### src/rtl/instr_fetch_unit.sv
// Purpose : SimpleRISC front end - owns the PC, fetches 16-bit instructions, latches IR,
//           decodes IR fields and starts the control FSM with s, waiting on w between instructions.
// Latency : IR/pc update on the edge mem_ready is seen; s and decoded fields valid from that edge.
// Backpressure: mem_req/mem_addr held until mem_ready; s held until the FSM drops w; next fetch waits for w=1.
//
// Parameters:
//   PC_WIDTH   program counter / memory address width
//   RESET_PC   PC value loaded on reset
// Ports:
//   clk, reset            rising-edge clock, asynchronous active-high reset
//   mem_req, mem_addr     fetch request and address (mem_addr always equals pc)
//   mem_rdata, mem_ready  instruction word and completion strobe from memory
//   s, w                  start request to / wait-idle status from the control FSM
//   nsel                  one-hot register-field select (100=Rn, 010=Rd, 001=Rm)
//   opcode, ALUop, shift, sximm5, sximm8, readnum, writenum   decoded IR fields
//   pc, halted            current PC, fetch stopped by HALT
// Configuration:
//   IFU_HALT_EN  when defined, a fetched opcode 3'b111 parks the unit in HALT until reset;
//                when undefined, opcode 3'b111 is issued like any other instruction.

module instr_fetch_unit #(
  parameter int                  PC_WIDTH = 8,
  parameter logic [PC_WIDTH-1:0] RESET_PC = '0
) (
  input  logic                clk,
  input  logic                reset,
  input  logic [15:0]         mem_rdata,
  input  logic                mem_ready,
  input  logic                w,
  input  logic [2:0]          nsel,
  output logic                mem_req,
  output logic [PC_WIDTH-1:0] mem_addr,
  output logic                s,
  output logic [2:0]          opcode,
  output logic [1:0]          ALUop,
  output logic [1:0]          shift,
  output logic [15:0]         sximm5,
  output logic [15:0]         sximm8,
  output logic [2:0]          readnum,
  output logic [2:0]          writenum,
  output logic [PC_WIDTH-1:0] pc,
  output logic                halted
);

  typedef enum logic [2:0] {
    FETCH = 3'b000,
    ISSUE = 3'b001,
    RUN   = 3'b010,
    HALT  = 3'b011
  } state_t;

  state_t present_state;
  state_t next_state;

  logic [15:0] ir;
  logic        capture;
  logic        mem_req_c;
  logic        s_c;
  logic [2:0]  reg_sel;

  // ------------------------------------------------------------------
  // State register
  // ------------------------------------------------------------------
  always_ff @(posedge clk or posedge reset) begin
    if (reset) begin
      present_state <= FETCH;
    end else begin
      present_state <= next_state;
    end
  end

  // ------------------------------------------------------------------
  // Next-state and state-decoded outputs
  // ------------------------------------------------------------------
  always_comb begin
    next_state = present_state;
    capture    = 1'b0;
    mem_req_c  = 1'b0;
    s_c        = 1'b0;

    case (present_state)
      FETCH: begin
        mem_req_c = 1'b1;
        if (mem_ready) begin
          capture = 1'b1;
`ifdef IFU_HALT_EN
          // Opcode is checked on the incoming word so HALT is entered on the
          // capture edge itself and s never pulses for a HALT instruction.
          next_state = (mem_rdata[15:13] == 3'b111) ? HALT : ISSUE;
`else
          next_state = ISSUE;
`endif
        end
      end

      ISSUE: begin
        s_c = 1'b1;
        // w falling is the FSM's acknowledgement that it has taken the start.
        if (!w) begin
          next_state = RUN;
        end
      end

      RUN: begin
        // w back high means the FSM has finished and is idle again.
        if (w) begin
          next_state = FETCH;
        end
      end

      HALT: begin
`ifdef IFU_HALT_EN
        next_state = HALT;
`else
        next_state = FETCH;
`endif
      end

      default: begin
        next_state = FETCH;
      end
    endcase
  end

  // ------------------------------------------------------------------
  // Instruction register and program counter
  // ------------------------------------------------------------------
  always_ff @(posedge clk or posedge reset) begin
    if (reset) begin
      ir <= 16'h0000;
      pc <= RESET_PC;
    end else if (capture) begin
      ir <= mem_rdata;
      // Natural PC_WIDTH-bit overflow provides the wrap to zero.
      pc <= pc + PC_WIDTH'(1);
    end
  end

  // ------------------------------------------------------------------
  // Outputs
  // ------------------------------------------------------------------
  // The request is gated with reset so it drops combinationally the moment
  // reset rises, abandoning any in-flight fetch.
  assign mem_req  = mem_req_c & ~reset;
  assign mem_addr = pc;
  assign s        = s_c;

`ifdef IFU_HALT_EN
  assign halted = (present_state == HALT);
`else
  assign halted = 1'b0;
`endif

  // ------------------------------------------------------------------
  // Instruction decode (purely combinational from IR)
  // ------------------------------------------------------------------
  assign opcode = ir[15:13];
  assign ALUop  = ir[12:11];
  assign shift  = ir[4:3];
  assign sximm5 = {{11{ir[4]}}, ir[4:0]};
  assign sximm8 = {{8{ir[7]}}, ir[7:0]};

  // Only a clean one-hot select picks a field; zero or multi-hot gives r0.
  always_comb begin
    reg_sel = 3'b000;
    case (nsel)
      3'b100:  reg_sel = ir[10:8];
      3'b010:  reg_sel = ir[7:5];
      3'b001:  reg_sel = ir[2:0];
      default: reg_sel = 3'b000;
    endcase
  end

  assign readnum  = reg_sel;
  assign writenum = reg_sel;

endmodule

### config.mk
export PLATFORM = sky130hd
export DESIGN_NAME = instr_fetch_unit
export DESIGN_NICKNAME = d
export VERILOG_FILES = /design/src/rtl/instr_fetch_unit.sv
export SDC_FILE = /design/constraint.sdc
export NUM_CORES = 1
export LEC_CHECK = 0
export BUFFER_PORTS_ARGS = -buffer_cell sky130_fd_sc_hd__buf_2
export CAP_MARGIN = 20
export CORE_MARGIN = 2
export CORE_UTILIZATION = 39
export DETAILED_ROUTE_END_ITERATION = 10
export GPL_TIMING_DRIVEN = 1
export PLACE_DENSITY = 0.84
export SLEW_MARGIN = 40
export SYNTH_ARGS = -nofsm -noshare
export SYNTH_HDL_FRONTEND = slang
export SYNTH_SLANG_ARGS = --single-unit
### constraint.sdc
create_clock -name clk -period 1.4 [get_ports clk]
set_clock_uncertainty 0.05 [all_clocks]
set_input_delay 0.28 -clock clk [delete_from_list [all_inputs] [get_ports clk]]
set_output_delay 0.28 -clock clk [all_outputs]
set_load 0.005 [all_outputs]
==> flow_summary_export.csv <==
group,metric,value,unit
global_route,overflow,0,
setup_path,crit_arrival,1.14,ns
die,core-area,3661,um^2
setup_path,critical_path_class,"register to output port",
pwr,ir_drop,1.046,mV
setup_path,r2r_start,"present_state[1]",
detailed_routing,wirelength,2.957,mm
setup_path,worstPathCellList,"buf_6 > and2b_1 > buf_2",
setup_path,required,1.07,ns
clock_network,cts-root-buf,"clkbuf_8",
detailed_routing,first_iter_violations,15,
global_route,antenna_found_initial,0,
die,rows,22,
place,port_buffers,85,
die,start_util,40.70,%
synth,synth_seq_cells,26,
detailed_routing,viasPerCell,4.461,
place,place_ws,-0.03298,ns
synth,yosysWarningCount,0,
setup_path,cpPeakStageDelay,0.43,ns
min_path,min_path_cells,2,
global_route,track_usage,12.93,%
synth,synthTopCellsByArea,"dfrtp_1 44%, buf_4 26%, mux2_2 13%",
setup_path,cp_max_fo,3,
place,placed_cells,218,
synth,syn_avg_cell_area,11.29,um^2
synth,synthFlopType,"dfrtp_1",
sta,rsz0062_at_grt,"yes",
pwr,leakagePower,0.9739,nW
detailed_routing,ant_nets,0,
clock_network,cts_buffers,3,
final_layout,fill_cells,341,
clock_network,htreeDepth,1,
setup_path,crit_path_end,"s",
die,die_height,65.82,um
synth,ys_seq_area_share,43.66,%
synth,ys_types,21,
clock_network,clk_path_buf_depth,2,
sta,fmaxAchievable,682.6,MHz
sta,setup_slack,-0.06507,ns
sta,finalCriticalPeriod,1.465,ns
synth,synth_most_common_cell,"buf_4",
setup_path,rrSetupSlack,-0.03,ns
place,hpwlAfterDp,2.147,mm
synth,synth_commonest_cells,"52 x buf_4, 26 x dfrtp_1, 17 x mux2_2, 7 x xnor2_1, 5 x nand2_1",
setup_path,crit_family,"flip-flops",
global_route,grt_pass1_vias,902,
synth,synth_top_area_share,43.66,%
clock_network,numClockSinks,26,
detailed_routing,dr.pass1.iters,2,
sta,setup_viol,13,
die,die_w,65.82,um
run_status,violations,"setup timing",
setup_path,path_depth,3,
setup_path,r2r_end,"ir[5]",
detailed_routing,drc_errors,0,
clock_network,clk_latency,0.27,ns
setup_path,path_buf_inv,2,
global_route,grt_pass1_wl,4.181,mm
setup_path,end_kind,"output port",
setup_path,cp_slowest_cell,"dfrtp_1",
clock_network,clkTransAtPathRegs,0.09,ns
min_path,hold_path.class,"primary input to register",
place,place_congestion,0.6645,
detailed_routing,vias,1026,
synth,async_reset_ff_share,100.0,%
sta,fin_crit_sh,104.6,%
synth,syn_inst,132,
setup_path,crit_path_start_kind,"register",
run_status,status,"complete, but fails checks",
synth,syn-num-nets,156,
final_layout,final_cells,230,
run,drv_cap,0,
final_layout,nets,207,
setup_path,crit_start,"present_state[1]",
global_route,grt_max_degree,17,
die,die-area,4332,um^2
setup_path,reg2reg_depth,3,
synth,synth-edff-count,0,
synth,synth_largest_area_cell,"dfrtp_1",
pwr,power-per-cell-area,2201,nW/um^2
synth,syn-cell-area,1490,um^2
final_layout,drive_gt1_share,69.78,%
final_layout,area_growth,22.33,%
clock_network,cts_tree,"done",
sta,hold_viol_final,0,
sta,drv_slew,0,
die,pin_count,87,
detailed_routing,routedWlPerCell,12.86,um
final_layout,antenna_cells,0,
-- cell families after synthesis --
group	Yosys count	share of synthesized area, %
AND/OR/NAND/NOR	18	7.472
XOR/XNOR	8	4.702
flip-flops	26	43.66
multiplexers	17	12.85
AO/OA/AOI/OAI	7	3.022
buffers and inverters	54	27.20
adder cells (fa/ha/maj)	1	0.8395
other	1	0.2516
-- through the flow --
| stage | hold WS (ns) | power (W) | instance area, um^2 | utilization (%) | setup TNS, ns |
|---|---|---|---|---|---|
| 6_report | 0.1283 | 0.004012 | 1823 | 49.79 | -0.2969 |
| 5_1_grt | 0.1245 | 0.004341 | 1823 | 49.79 | -1.633 |
| 2_1_floorplan | 0.2700 | 0.003150 | 1501 | - | -0.5311 |
| 3_5_place_dp | 0.2537 | 0.003209 | 1627 | 44.43 | -0.1585 |
| 4_1_cts | 0.1190 | 0.003833 | 1742 | 47.57 | -0.1309 |
| 3_3_place_gp | 0.2513 | 0.003156 | 1627 | 44.43 | 0 |
-- where the power goes --
part | internal [W] | leakage, nW | switching (W) | total [W]
sequential | 0.00111 | 0.313 | 0.000360 | 0.00147
clock | 0.000251 | 0.0288 | 0.000228 | 0.000480
combinational | 0.00128 | 0.632 | 0.000790 | 0.00207
total | 0.00263 | 0.974 | 0.00138 | 0.00401
-- worst min path at each step --
stage,from,end
3_5_place_dp,reset,ir[15]
6_report,w,present_state[1]
5_1_grt,w,present_state[1]
4_1_cts,w,present_state[1]
3_3_place_gp,reset,ir[15]
2_1_floorplan,reset,ir[0]
-- cell usage in the layout (no fill, tap or decap), types with 2 or more instances in the layout --
| cell | netlist | final |
|---|---|---|
| nand2_1 | 5 | 5 |
| o21ai_1 | 0 | 3 |
| and3_1 | 2 | 2 |
| nand4_1 | 4 | 4 |
| dfrtp_1 | 26 | 25 |
| clkbuf_8 | 0 | 4 |
| buf_6 | 1 | 4 |
| nor2b_2 | 0 | 2 |
| xnor2_1 | 7 | 7 |
| mux2_4 | 0 | 11 |
| buf_4 | 52 | 8 |
| buf_2 | 0 | 86 |
| a22oi_2 | 0 | 2 |
| mux2_2 | 17 | 6 |
-- area by class of cell --
type | count | area, um^2 | area share (%)
tap | 48 | 60.06 | 3.294
clock buffer | 4 | 55.05 | 3.020
inverter | 1 | 3.754 | 0.2059
multi-input combinational | 52 | 506.7 | 27.80
timing repair buffer | 99 | 545.5 | 29.92
sequential | 26 | 651.9 | 35.76
-- state kept, by name, summed over array words and instances (netlist names) --
name           cells
present_state      2
ir                16
mem_addr           8
-- timing repair --
item	4_1_cts	5_1_grt
gates resized for setup	9	15
hold endpoints to repair	22	0
pin swaps	0	5
endpoints found under the setup margin	13	25
cloned	0	1
setup buffers	4	2
hold buffers	1	0
-- routing by layer --
metal  up-vias  GRT usage [%]  wire, um
met1       488          14.69      1247
met2        49          22.98      1464
met4         0          7.031        50
met5         -              0         0
met3         4          2.044       194
li1        485              -         -
No activity file was read; power rests on OpenSTA's default activity.
